<file path="src/rtl/traffic_ctrl_fsm.sv">
// Intersection sequencing FSM: drives the countdown timer (load value + restart
// pulse), consumes its expiry, and decodes vehicle and pedestrian lamps from state.
module traffic_ctrl_fsm #(
  parameter logic [3:0] T_MAIN_GREEN = 4'd6,
  parameter logic [3:0] T_YELLOW     = 4'd2,
  parameter logic [3:0] T_ALL_RED    = 4'd1,
  parameter logic [3:0] T_SIDE_GREEN = 4'd5,
  parameter logic [3:0] T_WALK       = 4'd4
) (
  input  logic       clk,
  input  logic       rst,
  input  logic       done,
  input  logic       sensor,
  input  logic       walk_push,
  output logic [3:0] load_val,
  output logic       timer_load,
  output logic [2:0] main_light,
  output logic [2:0] side_light,
  output logic       walk
);

  typedef enum logic [2:0] {
    MAIN_GREEN  = 3'd0,
    MAIN_WAIT   = 3'd1,
    MAIN_YELLOW = 3'd2,
    ALL_RED_A   = 3'd3,
    SIDE_GREEN  = 3'd4,
    SIDE_YELLOW = 3'd5,
    ALL_RED_B   = 3'd6,
    WALK        = 3'd7
  } state_e;

  localparam logic [2:0] LAMP_RED    = 3'b100;
  localparam logic [2:0] LAMP_YELLOW = 3'b010;
  localparam logic [2:0] LAMP_GREEN  = 3'b001;

  state_e     state_q, state_d;
  logic       armed_q, armed_d;
  logic       side_req_q, side_req_d;
  logic       walk_req_q, walk_req_d;
  logic       load_pend_q;
  logic       timer_load_q, timer_load_d;
  logic [3:0] load_val_q, load_val_d;
  logic       expiry;
  logic       state_change;

  function automatic logic [3:0] dur_of(input state_e s);
    case (s)
      MAIN_YELLOW, SIDE_YELLOW: dur_of = T_YELLOW;
      ALL_RED_A, ALL_RED_B:     dur_of = T_ALL_RED;
      SIDE_GREEN:               dur_of = T_SIDE_GREEN;
      WALK:                     dur_of = T_WALK;
      default:                  dur_of = T_MAIN_GREEN;
    endcase
  endfunction

  // armed_q is low during the load cycle, so a stale done level from the
  // previous phase can never cause an expiry.
  assign expiry = armed_q & done;

  // NOTE: every variable driven here gets a default first so no path can
  // leave it unassigned and infer a latch.
  always_comb begin
    state_d = state_q;
    case (state_q)
      MAIN_GREEN:  if (expiry) state_d = MAIN_WAIT;
      MAIN_WAIT:   if (side_req_q | walk_req_q) state_d = MAIN_YELLOW;
      MAIN_YELLOW: if (expiry) state_d = ALL_RED_A;
      ALL_RED_A:   if (expiry) state_d = side_req_q ? SIDE_GREEN : WALK;
      SIDE_GREEN:  if (expiry) state_d = SIDE_YELLOW;
      SIDE_YELLOW: if (expiry) state_d = ALL_RED_B;
      ALL_RED_B:   if (expiry) state_d = walk_req_q ? WALK : MAIN_GREEN;
      WALK:        if (expiry) state_d = MAIN_GREEN;
      default:     state_d = MAIN_GREEN;
    endcase

    state_change = (state_d != state_q);
    armed_d      = state_change ? 1'b0 : (armed_q | timer_load_q);

    // Clear on entry beats a coincident set: the request has been served.
    side_req_d = (side_req_q | sensor)    & ~(state_change && state_d == SIDE_GREEN);
    walk_req_d = (walk_req_q | walk_push) & ~(state_change && state_d == WALK);

    timer_load_d = load_pend_q | (state_change && state_d != MAIN_WAIT);
    load_val_d   = timer_load_d ? dur_of(state_d) : load_val_q;
  end

  // NOTE: sequential state uses non-blocking assignments so every register
  // samples the pre-edge values regardless of statement order.
  always_ff @(posedge clk or posedge rst) begin
    if (rst) begin
      state_q      <= MAIN_GREEN;
      armed_q      <= 1'b0;
      side_req_q   <= 1'b0;
      walk_req_q   <= 1'b0;
      load_pend_q  <= 1'b1;
      timer_load_q <= 1'b0;
      load_val_q   <= T_MAIN_GREEN;
    end else begin
      state_q      <= state_d;
      armed_q      <= armed_d;
      side_req_q   <= side_req_d;
      walk_req_q   <= walk_req_d;
      load_pend_q  <= 1'b0;
      timer_load_q <= timer_load_d;
      load_val_q   <= load_val_d;
    end
  end

  always_comb begin
    main_light = LAMP_RED;
    side_light = LAMP_RED;
    walk       = 1'b0;
    case (state_q)
      MAIN_GREEN, MAIN_WAIT: main_light = LAMP_GREEN;
      MAIN_YELLOW:           main_light = LAMP_YELLOW;
      SIDE_GREEN:            side_light = LAMP_GREEN;
      SIDE_YELLOW:           side_light = LAMP_YELLOW;
      WALK:                  walk       = 1'b1;
      default:               ;
    endcase
  end

  assign timer_load = timer_load_q;
  assign load_val   = load_val_q;

endmodule

</file>
<file path="config.mk">
export PLATFORM = sky130hd
export DESIGN_NAME = traffic_ctrl_fsm
export DESIGN_NICKNAME = d
export VERILOG_FILES = /design/src/rtl/traffic_ctrl_fsm.sv
export SDC_FILE = /design/constraint.sdc
export NUM_CORES = 1
export LEC_CHECK = 0
export ABC_CLOCK_PERIOD_IN_PS = 1850
export CAP_MARGIN = 15
export CORE_ASPECT_RATIO = 1.1
export CORE_MARGIN = 1
export CORE_UTILIZATION = 33
export DETAILED_ROUTE_END_ITERATION = 8
export REMOVE_ABC_BUFFERS = 1
export SLEW_MARGIN = 30
export SYNTH_ARGS = -nofsm -noshare
export SYNTH_HDL_FRONTEND = slang
export SYNTH_SLANG_ARGS = --single-unit
</file>
<file path="constraint.sdc">
create_clock -name clk -period 1.85 [get_ports clk]
set_clock_uncertainty 0.2 [all_clocks]
set_input_delay 0.2775 -clock clk [delete_from_list [all_inputs] [get_ports clk]]
set_output_delay 0.2775 -clock clk [all_outputs]
set_load 0.1 [all_outputs]
</file>
**Word level (Yosys, flattened, before mapping)**

Cells that the tools add are included.

- Register bits after elaboration: 12
- Bits in latches: 0
- RAM bits: 0
- Memory bits (read-only): 0
- Output and inout bits: 12
- Word-level logic and storage cells: 55
- Memories kept: 0

- $add $sub $neg: 0
- $mul: 0
- Div/mod/pow operators: 0
- Magnitude comparators: 0
- Equality and inequality tests: 15
- Shift-type cells: 0
- Multiplexer cells: 16
- Bitwise logic cells: 10
- Reduce and logical (&&, ||, !) cells: 7

Operators by type and width:

| operator | number |
|---|---|
| two-way mux 3 bit | 9 |
| == test 3 bit (second input constant) | 8 |
| one-hot mux 3 bit (8 select lines) | 1 |
| == test 3 x 2 -> 1 bit (second input constant) | 4 |
| one-hot mux 3 bit (2 select lines) | 2 |
| one-hot mux 3 bit (4 select lines) | 1 |
| OR reduction 2 bit | 3 |
| bitwise OR 1 bit | 5 |
| bitwise AND 1 bit | 3 |
| == test 3 x 1 -> 1 bit (second input constant) | 1 |
| logical AND 1 bit | 3 |
| zero test 3 bit | 1 |
| inequality test 3 x 1 -> 1 bit (second input constant) | 1 |
| inequality test 3 bit | 1 |
| two-way mux 1 bit | 2 |
| two-way mux 2 bit | 1 |
| inverter 1 bit | 2 |

**Depth between registers and ports, before layout**

- Depth after elaboration: 7
- Mapped depth: 6
- Mapped depth without buffers: 6

**Worst setup path before layout**

No wires, ideal clock.

- Kind: reg-to-output
- From: register state_q[1]
- To: output side_light[0]
- Arrival time: 2.732 ns
- Data required time: 1.372 ns
- Slack: -1.360 ns
- Stages on the path, launching flop included: 4
- Cell sequence: dfrtp_1 -> buf_4 -> nand2b_1 -> nor2_1

- Longest elaborated chain between the ends: 2
- Elaborated cells on any way between the ends: 3
- Classes of those cells: eq/ne: 2; mux: 1

Ends and longest elaborated chain:

| item | RTL line | RTL |
|---|---|---|
| start: declaration | 37 | `state_e state_q, state_d;` |
| start signal: assignment | 100 | `state_q <= state_d;` |
| == test 3 bit | 114 | `case (state_q)` |
| one-hot mux 3 bit (2 select lines) (*) | 114 |  |
| end: declaration | 18 | `output logic [2:0] side_light,` |

Mark *: on every way between the ends. The rest lies on a longest branch, timed or not.

**Final worst setup path**

- From: register state_q[1]
- To: output side_light[1]

The elaborated chain is that of the path after synthesis.

==> impl_metrics.prom <==
# TYPE chip_impl_metric gauge
chip_impl_metric{name="dpl_cell_area",unit="sq um"} 1040
chip_impl_metric{name="ys_seq_elements",unit=""} 11
chip_impl_metric{name="route.final.wire_length",unit="um"} 1460
chip_impl_info{name="crit_path_end_kind",value="primary output"} 1
chip_impl_metric{name="setup_tns",unit="ns"} 0
chip_impl_metric{name="syn_area_per_cell",unit="sq um"} 9.14
chip_impl_metric{name="detailedRoute.firstIterationViolations",unit=""} 8
chip_impl_metric{name="clock.fmax",unit="GHz"} 0.561
chip_impl_metric{name="crit_required",unit="ns"} 1.37
chip_impl_metric{name="wl_met1",unit="um"} 667
chip_impl_info{name="startpoint",value="state_q[1]"} 1
chip_impl_metric{name="async_reset_ff_share",unit="%"} 100
chip_impl_metric{name="first_global_vias",unit=""} 636
chip_impl_metric{name="hold_slack",unit="ns"} 0.0965
chip_impl_metric{name="hold_viol_final",unit=""} 0
chip_impl_info{name="outcome",value="finished clean"} 1
chip_impl_metric{name="gp_routability_congestion",unit=""} 0.826
chip_impl_metric{name="rows",unit=""} 16
chip_impl_info{name="crit_path_start_kind",value="flip-flop"} 1
chip_impl_metric{name="yosysWarningCount",unit=""} 0
chip_impl_metric{name="route.vias.total",unit=""} 617
chip_impl_metric{name="boundaryPins",unit=""} 17
chip_impl_metric{name="antenna_cells",unit=""} 0
chip_impl_info{name="ys_top_cells_by_count",value="nor2_1 (10), dfrtp_1 (8), a21oi_1 (7)"} 1
chip_impl_info{name="worst_reg2reg_path_startpoint",value="state_q[2]"} 1
chip_impl_metric{name="ant_nets",unit=""} 0
chip_impl_info{name="synthMostInstantiatedCell",value="nor2_1"} 1
chip_impl_metric{name="htree_levels",unit=""} 1
chip_impl_metric{name="grt_use_total",unit="%"} 16.2
chip_impl_metric{name="dr_wl_met2",unit="um"} 749
chip_impl_info{name="rsz_0062_raised_after_global_routing",value="no"} 1
chip_impl_metric{name="seq_area_frac_synth",unit="%"} 40.7
chip_impl_metric{name="floorplan.initialDensity",unit="%"} 36.8
chip_impl_metric{name="cp_data_arrival_time",unit="ns"} 1.31
chip_impl_info{name="clock_tree.root_cell",value="clkbuf_4"} 1
chip_impl_info{name="synth_area_leaders",value="dfrtp_1 (29%), dfstp_2 (11%), nor2_1 (5.5%)"} 1
chip_impl_metric{name="rrSetupSlack",unit="ns"} 0.10
chip_impl_metric{name="dieArea",unit="sq um"} 2260
chip_impl_metric{name="met3_wl_post_dr",unit="um"} 35
chip_impl_metric{name="drcViolationCount",unit=""} 0
chip_impl_metric{name="port_buffers",unit=""} 15
chip_impl_metric{name="slew_violations",unit=""} 0
chip_impl_info{name="synth-main-ff-cell",value="dfrtp_1"} 1
chip_impl_metric{name="count_of_endpoints_failing_setup_in_the_final_report",unit=""} 0
chip_impl_metric{name="crit_path_max_fanout",unit=""} 8
chip_impl_metric{name="cap_violations",unit=""} 0
chip_impl_metric{name="layout-area-overhead-vs-synth",unit="%"} 57.7
chip_impl_metric{name="synth.top_cell.area_share",unit="%"} 29.2
chip_impl_metric{name="die_w",unit="um"} 45.5
chip_impl_metric{name="period_share",unit="%"} 96.4
chip_impl_metric{name="rr_worst_depth",unit=""} 6
chip_impl_metric{name="finalCoreUtilization",unit="%"} 58.1
chip_impl_metric{name="grt_antenna_before_repair",unit=""} 0
chip_impl_metric{name="dieHeight",unit="um"} 49.8
chip_impl_info{name="synth_top_area_cell",value="dfrtp_1"} 1
chip_impl_metric{name="cts.sinks",unit=""} 11
chip_impl_metric{name="cts-buffers-inserted",unit=""} 3
chip_impl_metric{name="vias_per_cell",unit=""} 4.75
chip_impl_metric{name="post_synth_inst_count",unit=""} 75
chip_impl_metric{name="grt_pass1_wl",unit="um"} 2670
chip_impl_metric{name="clk_pin_slew",unit="ns"} 0.07
chip_impl_metric{name="syn-cell-area",unit="sq um"} 686
chip_impl_info{name="highest_layer",value="met4"} 1
chip_impl_metric{name="final_net_count",unit=""} 109
chip_impl_info{name="critical_path.endpoint",value="side_light[1]"} 1
chip_impl_metric{name="placeableCoreArea",unit="sq um"} 1860
chip_impl_info{name="hold_class",value="input port to async pin"} 1
chip_impl_metric{name="postCtsSetupBuffers",unit=""} 0
chip_impl_metric{name="routedWlPerCell",unit="um"} 11.3
chip_impl_metric{name="worstSkewPairLatency",unit="ns"} 0.26
chip_impl_metric{name="post-route-min-period",unit="ns"} 1.78
chip_impl_metric{name="post_route_cells_drive_above_1_share",unit="%"} 46.6
chip_impl_metric{name="grt_max_degree",unit=""} 12
chip_impl_metric{name="synth-edff-count",unit=""} 0
chip_impl_metric{name="detailedPlacementHpwl",unit="um"} 1170
chip_impl_info{name="cts_tree",value="built"} 1
chip_impl_metric{name="cts_repair_resized_insts",unit=""} 0
chip_impl_metric{name="final_design_area_no_fill",unit="sq um"} 1080
chip_impl_metric{name="cts_hold_buf",unit=""} 0
chip_impl_metric{name="synth.lib_cells_used.distinct",unit=""} 35
chip_impl_info{name="criticalPathCategory",value="flip-flop to primary output"} 1
chip_impl_metric{name="clockBufferDepth",unit=""} 2
chip_impl_metric{name="detail_route.first_pass.iterations",unit=""} 4
chip_impl_info{name="rr_endpoint",value="load_val[1]"} 1
chip_impl_metric{name="globalRoute.totalOverflow",unit=""} 0
area by class of cell:
| class | instances | area, sq um |
|---|---|---|
| clock buffers | 4 | 26.3 |
| inverters | 5 | 18.8 |
| repair buffers | 27 | 350 |
| flip-flops and latches | 11 | 283 |
| well taps | 27 | 33.8 |
| multi-input cells | 56 | 369 |
| fillers | 167 | 781 |
sequential cells by signal, summed over array words and instances (netlist names):
| register | flops |
|---|---|
| load_pend_q | 1 |
| timer_load | 1 |
| state_q | 3 |
| armed_q | 1 |
| load_val | 3 |
| walk_req_q | 1 |
| side_req_q | 1 |
kinds of logic (layout without fill, tap and decap cells):
kind of cell	count (synthesis)	after routing	synth area share (%)
other	1	2	0.547
buffers and inverters	9	36	8.21
AND/OR/NAND/NOR	27	27	20.1
multiplexers	1	1	1.46
adder cells (fa/ha/maj)	1	1	1.64
AO/OA/AOI/OAI	25	25	27.4
flip-flops	11	11	40.7
layer usage:
layer  GRT usage [%]  up-vias
met1            20.2      280
met2            26.7       15
li1                -      320
met5               0        -
met3            1.10        2
met4            9.09        0
through the flow:
step,worst slack (ns),cells
floorplan,-1.32,72
finish,0.0664,130
global route,0.00445,130
CTS,-0.0372,130
global placement,-0.165,126
detailed placement,-0.188,126
worst min-delay path by stage:
| stage | startpoint | endpoint | slack [ns] | cells after the start |
|---|---|---|---|---|
| final | rst | side_req_q | 0.1 | 2 |
| after global routing | rst | timer_load | 0.15 | 2 |
| after CTS | rst | timer_load | 0.11 | 2 |
| after detailed placement | side_req_q | side_req_q | 0.31 | 1 |
| after global placement | side_req_q | side_req_q | 0.31 | 1 |
| after floorplan | rst | armed_q | -0.07 | 1 |
worst max-delay path: stages (launching register included):
cell	delay, ns
dfrtp_2	0.46
nand2b_2	0.25
nor2_2	0.15
buf_12	0.19
layout by cell type (no fill, tap or decap), drive strengths merged:
cell,synthesis,routed
clkbuf,0,4
a211oi,1,1
inv,5,5
nand2b,2,2
a21oi,8,8
nor3,1,1
o2bb2ai,1,1
o32a,1,1
conb,1,2
o21a,1,1
o31a,1,1
and2,1,1
o32ai,2,2
and2b,2,2
a21o,1,1
nor2,11,11
mux2i,1,1
clkdlybuf4s50,0,4
dfstp,3,3
or2,3,3
dfrtp,8,8
nand4,1,1
o21ai,3,3
buf,4,23
a22o,1,1
maj3,1,1
a31oi,3,3
a2bb2oi,1,1
nand2,5,5
and3,1,1
a22oi,1,1
Power is left out: the tool's default activity adds up to more than one toggle a clock period on the data nets, which glitch-free logic cannot reach.
==> edit (same settings) <==
Put a register stage on the output `walk`, without a reset. The value now appears one clock later. The other outputs are not delayed to match.
--- a/src/rtl/traffic_ctrl_fsm.sv
+++ b/src/rtl/traffic_ctrl_fsm.sv
@@ -33,6 +33,8 @@
   localparam logic [2:0] LAMP_RED    = 3'b100;
   localparam logic [2:0] LAMP_YELLOW = 3'b010;
   localparam logic [2:0] LAMP_GREEN  = 3'b001;
+
+  logic walk_d;
 
   state_e     state_q, state_d;
   logic       armed_q, armed_d;
@@ -110,13 +112,13 @@
   always_comb begin
     main_light = LAMP_RED;
     side_light = LAMP_RED;
-    walk       = 1'b0;
+    walk_d     = 1'b0;
     case (state_q)
       MAIN_GREEN, MAIN_WAIT: main_light = LAMP_GREEN;
       MAIN_YELLOW:           main_light = LAMP_YELLOW;
       SIDE_GREEN:            side_light = LAMP_GREEN;
       SIDE_YELLOW:           side_light = LAMP_YELLOW;
-      WALK:                  walk       = 1'b1;
+      WALK:                  walk_d     = 1'b1;
       default:               ;
     endcase
   end
@@ -124,5 +126,9 @@
   assign timer_load = timer_load_q;
   assign load_val   = load_val_q;
 
+  always_ff @(posedge clk) begin
+    walk <= walk_d;
+  end
+
 endmodule
 
Formal check against the unedited RTL: not equivalent (Yosys sat finds a counterexample within 10 cycles, from zero or initial values and one cycle with rst high).
==> edit against the original RTL <==
Sequential cell count up 1; via count up 6.3%; worst hold slack worse by 0.020 ns; worst setup slack lost 0.0029 ns; wire length up 8.8%; synthesized area rose by 2.9%; die area rose by 2.8%; final area grew 3.0%; synthesized cell count rose by 1.3%; critical endpoint is now main_light[2]; largest cell class unchanged.
Power is not shown: default switching activity piles up to over one toggle a cycle in this logic, so the estimate is an artifact.
==> edit: results (changes against the original RTL) <==
[synth]
ys_async_sr_fraction_pct = 91.7  ; -8.3 points
ys_seq_area_share_pct = 42.4  ; +1.7 points
yosysMostFrequentCell = nor2_1
ys_top_cells_by_area = dfrtp_1, dfstp_2, nor2_1, a21oi_1, a31oi_2
dominantRegCellSynth = dfrtp_1
ys_top_cells_by_count = nor2_1, dfrtp_1, a21oi_1
yosys.cell_types.count = 36  ; +2.9%
yosysWarnings = 0  ; unchanged

[cts]
hold_buffers = 0  ; unchanged
cts_htree_levels = 1  ; unchanged
clock_latency_ns = 0.28  ; +0.02 ns
cts_root_buffer = clkbuf_4
cts.path.max_buffers = 2  ; unchanged
cts_made_buffers = 3  ; unchanged

[placed_design]
place_congestion = 0.831  ; +0.56%
dp_hpwl_um = 1230  ; +4.9%
dp_slack_ns = -0.158  ; +0.0305 ns

[cells_and_area]
num_antenna_cells = 0  ; unchanged
drive_gt1_share_pct = 43.8  ; -2.8 points
layout.nets = 111  ; +1.8%

[setup_path]
cp.arrival_ns = 1.31  ; about the same
cp_max_fo = 6  ; -2

[run_status]
outcome = completed

[global_route]
antenna_found_initial = 0  ; unchanged
grt_pass1_vias = 656  ; +3.1%
grt_pass1_wl_um = 2750  ; +3.1%
grt_max_degree = 12  ; unchanged
grtUsageTotal_pct = 16.3  ; +0.082 points

[detailed_routing]
drtPass1Iterations = 4  ; unchanged
routed_via_density = 4.93  ; +3.9%
wl_per_cell_um = 12.0  ; +6.4%

==> edit: cell types whose count changed in the layout (fill, tap and decap cells not counted), sizes merged <==
cell   delta
buf       +1
dfxtp     +1
==> edit: through the flow <==
step	hold slack, ns	setup TNS, ns	util [%]	cells	area [µm²]
3_5_place_dp	0.324	-0.585	52.3	128	1060
3_3_place_gp	0.323	-0.423	52.3	128	1060
5_1_grt	0.136	0	55.1	133	1110
2_1_floorplan	-0.0722	-6.99	-	73	672
4_1_cts	0.0923	0	54.6	132	1100
6_report	0.0761	0	55.1	133	1110
==> edit: path summary, 6_finish.rpt <==
kind,from,to,slack [ns],cells after the start
setup / recovery,state_q[1],main_light[2],0.06,4
max in group asynchronous,rst,load_val[2],1.05,2
min in group clk,timer_load,armed_q,0.34,1
setup reg to reg,state_q[2],load_val[1],0.13,6
hold reg to reg,timer_load,armed_q,0.34,1
hold / removal,rst,timer_load,0.08,2
==> edit: kinds of logic (layout without fill, tap and decap cells) <==
family,after synthesis,count (layout),synth area share [%]
AOI/OAI and AO/OA,25,25,26.6
DFF,12,12,42.4
muxes,1,1,1.42
other,1,2,0.531
adders and majority gates,1,1,1.60
buffers and inverters,9,37,7.98
and+or+nand+nor,27,27,19.5
==> edit: critical path, stage by stage, from the launching register on <==
cell      delay, ns
dfrtp_2        0.45
buf_4          0.16
nand2_1        0.12
nand2b_1       0.11
buf_12         0.18
==> edit: what timing repair did <==
action	in CTS	in global routing
hold endpoints to repair	0	0
endpoints found under the setup margin	2	3
resized for setup	5	1
buffers inserted	0	1
==> edit: routing by layer <==
metal	wire (µm)	up-vias	GRT usage, %
met4	32	0	8.82
met2	797	19	25.8
met3	61	5	3.96
met1	702	311	19.6
met5	0	-	0
li1	-	321	-
==> edit: area by class of cell <==
cell class | count | area (µm²)
multi-input cells | 56 | 364
clock buffers | 4 | 36.3
inverters | 5 | 18.8
flip-flops and latches | 12 | 302
well taps | 28 | 35.0
repair buffers | 28 | 358
fillers | 182 | 907
